## src/rtl/ssd_scan_mux.sv

```systemverilog
// Four-digit common-anode seven-segment scan driver with per-frame shadow sampling.
// Latency: outputs registered one cycle after the slot counter/index state; no backpressure.
// Optional: define SSD_LEADING_ZERO_BLANK_EN to suppress leading zero digits.
module ssd_scan_mux #(
  parameter int c_REFRESH_DIV  = 100000,
  parameter int c_BLANK_CYCLES = 1
) (
  input  logic       i_CLK,
  input  logic       i_RST_N,
  input  logic [3:0] i_Digit_1_val,
  input  logic [3:0] i_Digit_2_val,
  input  logic [3:0] i_Digit_3_val,
  input  logic [3:0] i_Digit_4_val,
  input  logic [3:0] i_DP,
  output logic [3:0] o_Anode,
  output logic [6:0] o_Segment,
  output logic       o_DP
);

  localparam int                 c_CNT_W   = $clog2(c_REFRESH_DIV);
  localparam logic [c_CNT_W-1:0] c_CNT_LAST = c_CNT_W'(c_REFRESH_DIV - 1);
  localparam logic [c_CNT_W-1:0] c_BLANK_K  = c_CNT_W'(c_BLANK_CYCLES);

  logic [c_CNT_W-1:0] slot_cnt;
  logic [1:0]         scan_idx;
  logic [3:0]         shd_d1;
  logic [3:0]         shd_d2;
  logic [3:0]         shd_d3;
  logic [3:0]         shd_d4;
  logic [3:0]         shd_dp;

  logic               frame_start;
  logic               in_blank;
  logic [3:0]         sel_digit;
  logic               lz_blank;
  logic [6:0]         dec_seg;
  logic [3:0]         anode_sel;

  // Hex to active-low {g,f,e,d,c,b,a}.
  function automatic logic [6:0] hex_to_seg(input logic [3:0] v);
    logic [6:0] s;
    case (v)
      4'h0: s = 7'b1000000;
      4'h1: s = 7'b1111001;
      4'h2: s = 7'b0100100;
      4'h3: s = 7'b0110000;
      4'h4: s = 7'b0011001;
      4'h5: s = 7'b0010010;
      4'h6: s = 7'b0000010;
      4'h7: s = 7'b1111000;
      4'h8: s = 7'b0000000;
      4'h9: s = 7'b0010000;
      4'hA: s = 7'b0001000;
      4'hB: s = 7'b0000011;
      4'hC: s = 7'b1000110;
      4'hD: s = 7'b0100001;
      4'hE: s = 7'b0000110;
      default: s = 7'b0001110;
    endcase
    return s;
  endfunction

  assign frame_start = (slot_cnt == '0) && (scan_idx == 2'd0);
  assign in_blank    = (slot_cnt < c_BLANK_K);

  // Select the shadow digit for the active slot; slot 0 is the rightmost digit.
  always_comb begin
    sel_digit = shd_d4;
    anode_sel = 4'b1110;
    case (scan_idx)
      2'd0: begin sel_digit = shd_d4; anode_sel = 4'b1110; end
      2'd1: begin sel_digit = shd_d3; anode_sel = 4'b1101; end
      2'd2: begin sel_digit = shd_d2; anode_sel = 4'b1011; end
      default: begin sel_digit = shd_d1; anode_sel = 4'b0111; end
    endcase
  end

`ifdef SSD_LEADING_ZERO_BLANK_EN
  // A digit is dark when it and every digit to its left are zero; the rightmost always shows.
  always_comb begin
    lz_blank = 1'b0;
    case (scan_idx)
      2'd3: lz_blank = (shd_d1 == 4'd0);
      2'd2: lz_blank = (shd_d1 == 4'd0) && (shd_d2 == 4'd0);
      2'd1: lz_blank = (shd_d1 == 4'd0) && (shd_d2 == 4'd0) && (shd_d3 == 4'd0);
      default: lz_blank = 1'b0;
    endcase
  end
`else
  assign lz_blank = 1'b0;
`endif

  assign dec_seg = lz_blank ? 7'b1111111 : hex_to_seg(sel_digit);

  // Slot counter wraps every c_REFRESH_DIV cycles and steps the scan index on wrap.
  always_ff @(posedge i_CLK or negedge i_RST_N) begin
    if (!i_RST_N) begin
      slot_cnt <= '0;
      scan_idx <= 2'd0;
    end else if (slot_cnt == c_CNT_LAST) begin
      slot_cnt <= '0;
      scan_idx <= scan_idx + 2'd1;
    end else begin
      slot_cnt <= slot_cnt + 1'b1;
    end
  end

  // Capture all digits together at frame start so a frame never mixes old and new values.
  always_ff @(posedge i_CLK or negedge i_RST_N) begin
    if (!i_RST_N) begin
      shd_d1 <= 4'd0;
      shd_d2 <= 4'd0;
      shd_d3 <= 4'd0;
      shd_d4 <= 4'd0;
      shd_dp <= 4'd0;
    end else if (frame_start) begin
      shd_d1 <= i_Digit_1_val;
      shd_d2 <= i_Digit_2_val;
      shd_d3 <= i_Digit_3_val;
      shd_d4 <= i_Digit_4_val;
      shd_dp <= i_DP;
    end
  end

  // Registered display drive; the leading blank cycles of each slot prevent ghosting.
  always_ff @(posedge i_CLK or negedge i_RST_N) begin
    if (!i_RST_N) begin
      o_Anode   <= 4'b1111;
      o_Segment <= 7'b1111111;
      o_DP      <= 1'b1;
    end else if (in_blank) begin
      o_Anode   <= 4'b1111;
      o_Segment <= 7'b1111111;
      o_DP      <= 1'b1;
    end else begin
      o_Anode   <= anode_sel;
      o_Segment <= dec_seg;
      o_DP      <= ~shd_dp[scan_idx];
    end
  end

endmodule

```

## config.mk

```make
export PLATFORM = sky130hd
export DESIGN_NAME = ssd_scan_mux
export DESIGN_NICKNAME = d
export VERILOG_FILES = /design/src/rtl/ssd_scan_mux.sv
export SDC_FILE = /design/constraint.sdc
export NUM_CORES = 1
export LEC_CHECK = 0
export ABC_AREA = 1
export ABC_CLOCK_PERIOD_IN_PS = 2050
export CORE_ASPECT_RATIO = 1.1
export CORE_UTILIZATION = 40
export DETAILED_ROUTE_END_ITERATION = 8
export GPL_ROUTABILITY_DRIVEN = 1
export SLEW_MARGIN = 5
export SYNTH_ARGS = -nofsm -noshare
export SYNTH_HDL_FRONTEND = slang
export SYNTH_SLANG_ARGS = --single-unit
```

## constraint.sdc

```tcl
create_clock -name i_CLK -period 2.05 [get_ports i_CLK]
set_input_delay 0.41 -clock i_CLK [delete_from_list [all_inputs] [get_ports i_CLK]]
set_output_delay 0.41 -clock i_CLK [all_outputs]
set_load 0.1 [all_outputs]
```

==> impl_metrics.env <==
export IMPL_wl_per_cell_um=12.9
export IMPL_reg2reg_depth=12
export IMPL_ctsResizeCount=0
export IMPL_path_cells="inv_2 -> ha_2 -> nand2_1 -> nand2_1 -> o22ai_1 -> buf_4 -> ha_1 -> inv_1 -> nand3_1 -> nand2_1 -> nand2_1 -> nand3_2"
export IMPL_ys_ff_latch=51
export IMPL_fin_tns_setup_ns=0
export IMPL_p_total_mw=2.08
export IMPL_slew_violations=0
export IMPL_hold_class="in -> async"
export IMPL_cts_max_path_buffers=2
export IMPL_antenna_found_initial=0
export IMPL_yosysWarnings=0
export IMPL_path_class="reg -> reg"
export IMPL_clockRootBuffer="clkbuf_8"
export IMPL_grt_usage_pct=18.4
export IMPL_synth_edf_count=0
export IMPL_rsz0062_at_grt="false"
export IMPL_portBuffers=33
export IMPL_leakage_nw=1.69
export IMPL_clkPwrFrac_pct=34.4
export IMPL_synth_avg_cell_area_um2=8.04
export IMPL_met2_usage_pct=32.4
export IMPL_ctsHoldBuffers=0
export IMPL_vdd_ir_drop_max_mv=0.356
export IMPL_fillCellCount=639
export IMPL_netlist_top_cells_area="dfrtp_1, nand2_1, dfstp_2"
export IMPL_r2r_end="o_Segment[3]"
export IMPL_gp_congestion=0.930
export IMPL_area_growth_pct=24.6
export IMPL_r2r_start="scan_idx[0]"
export IMPL_layout_nets=427
export IMPL_clk_pin_slew_ns=0.10
export IMPL_dp_cells=468
export IMPL_grtUsageMet3_pct=3.15
export IMPL_ant_nets=0
export IMPL_htree_levels=2
export IMPL_layout_drive_gt1_share_pct=19.5
export IMPL_multi_input_area_um2=1350
export IMPL_initialDrtViolationCount=107
export IMPL_clock_latency_ns=0.30
export IMPL_grtUsageMet1_pct=21.1
export IMPL_combinationalPowerShare_pct=13.9
export IMPL_maxCapViolCount=0
export IMPL_power_density_nw_per_um2=592
export IMPL_p_int_mw=1.53
export IMPL_io_pins=34
export IMPL_ys_flop_type="dfrtp_1"
export IMPL_cp_max_fo=6
export IMPL_first_pass_iters=4
export IMPL_yosys_top_cells_count="nand2_1, nand3_1, dfrtp_1"
export IMPL_swShare_pct=26.2
export IMPL_dp_hpwl_um=4850
export IMPL_critical_path_slowest_cell="dfrtp_1"
export IMPL_cpPeakStageDelay_ns=0.44
export IMPL_rrSetupSlack_ns=0.19
export IMPL_cts_setup_buffers=0
export IMPL_crit_path_start_kind="register"
export IMPL_max_freq_mhz=537
export IMPL_via_per_inst=5.00
export IMPL_final_setup_skew_ns=0.00710
export IMPL_cts_tree="yes"
export IMPL_netlist_area_leader_share_pct=34.6
export IMPL_syn_area_um2=2820
export IMPL_clkSinkCount=51
export IMPL_async_reset_ff_share_pct=100
export IMPL_synth_most_common_cell="nand2_1"
export IMPL_rows=31
export IMPL_fp_dieW_um=82.1
export IMPL_dieArea_um2=7390
export IMPL_vias=2382
export IMPL_layout_area_seq_um2=1290
export IMPL_start_util_pct=42.0
export IMPL_antenna_cells=0
export IMPL_fin_cells=476
export IMPL_switchingPower_uw=545
export IMPL_routed_wirelength_um=6160
export IMPL_grt_overflow=0
export IMPL_cp_common_cell="nand2_1"
export IMPL_yosysTopAreaCell="dfrtp_1"
export IMPL_crit_family="adder cells"
export IMPL_grt_pass1_vias=2370
export IMPL_syn_nets=385
export IMPL_core_um2=6710
export IMPL_synth_distinct_cells=30
export IMPL_hold_viol=0
export IMPL_seqPwrFrac_pct=51.6
export IMPL_period_minus_slack_ns=1.86
export IMPL_dieHeight_um=90.1
export IMPL_status="complete, no violations"
export IMPL_cp_end_kind="register"
export IMPL_top_usage_layer="met2"
export IMPL_period_share_pct=90.9
export IMPL_grt_max_degree=32
export IMPL_worst_slew_pin_slew_ns=0.465
export IMPL_synthCells=351
export IMPL_cp_required_ns=2.30
export IMPL_seq_area_frac_synth_pct=45.8
export IMPL_drc=0
export IMPL_worst_path_buf_inv=3
export IMPL_maxSlewHeadroom_pct=69.0
export IMPL_grt_pass1_wl_um=10500
export IMPL_finalSetupViolCount=0
export IMPL_cp_arrival_ns=2.11
export IMPL_cts_buffers=5
layer usage:
metal	vias to the layer above	part of all wire [%]
li1	1202	-
met1	1120	42
met2	48	52
met3	12	2.4
met4	0	3.0
met5	-	0
placed cells by master, fill, tap and decap left out:
cell and count:
nand2_1 109, nand3_1 43, dfrtp_1 39, nor2_1 35, inv_1 23, clkdlybuf4s50_1 20
buf_12 13, dfstp_2 12, nand4_1 10, ha_1 10, inv_2 9, buf_4 8
xor2_1 7, nor3_1 6, o21ai_0 6, nand2_2 5, nor2_2 5, clkbuf_8 5
nor2_4 4, a21oi_1 4, nor3_2 2, o22ai_1 2, nand3_2 2, ha_2 2
nor3b_2 1, nand3b_1 1, o21ai_1 1, clkinv_4 1, or2_2 1, o21bai_4 1
or2_1 1, nand2_4 1, o21ai_2 1, clkinvlp_4 1, inv_6 1, bufinv_16 1
buf_2 1
per-stage QoR:
step | hold WS, ns | utilization (%) | setup slack [ns] | instance area [um2]
after floorplan | 0.114 | - | 0.136 | 2820
after global placement | 0.389 | 50.4 | 0.168 | 3380
after detailed placement | 0.394 | 50.4 | 0.0742 | 3380
after CTS | 0.0524 | 52.1 | 0.0383 | 3500
after global routing | 0.0705 | 52.4 | 0.00939 | 3510
final | 0.0459 | 52.4 | 0.188 | 3510
power by group through the flow:
| stage | Sequential, mW | Combinational, mW | Clock (mW) |
|---|---|---|---|
| final | 1.07 | 0.290 | 0.716 |
| after global routing | 1.08 | 0.315 | 0.780 |
| after CTS | 1.07 | 0.291 | 0.737 |
| after detailed placement | 1.09 | 0.291 | 0 |
| after global placement | 1.09 | 0.289 | 0 |
| after floorplan | 1.18 | 0.0619 | 0 |
worst max-delay path by stage:
stage / start / to / cells after the start
floorplan: scan_idx[0] / o_Segment[5] / 11
global placement: scan_idx[0] / o_Segment[0] / 11
detailed placement: scan_idx[0] / o_Segment[0] / 11
CTS: scan_idx[0] / o_Segment[0] / 11
global route: scan_idx[0] / o_Segment[5] / 12
finish: scan_idx[0] / o_Segment[3] / 12
final cells by class:
class | count | area share [%]
Clock buffer | 5 | 1.96
Clock inverter | 3 | 1.32
Inverter | 33 | 3.67
Multi-Input combinational cell | 260 | 38.4
Sequential cell | 51 | 36.7
Tap cell | 82 | 2.92
Timing Repair Buffer | 42 | 15.0
registers in the layout, indices dropped and copies added (netlist names):
name and count:
o_Segment 7, o_DP 1, shd_d3 4, slot_cnt 17, shd_d1 4, shd_d4 4, o_Anode 4, shd_dp 4
shd_d2 4, scan_idx 2
kinds of logic after synthesis:
kind of cell | count (synthesis) | synth area share [%]
and+or+nand+nor | 226 | 36.9
DFF | 51 | 45.8
buffers and inverters | 40 | 6.92
AOI/OAI and AO/OA | 15 | 2.97
adders and majority gates | 12 | 5.32
xor gates and xnor gates | 7 | 2.17
(Power assumes the default switching activity.)
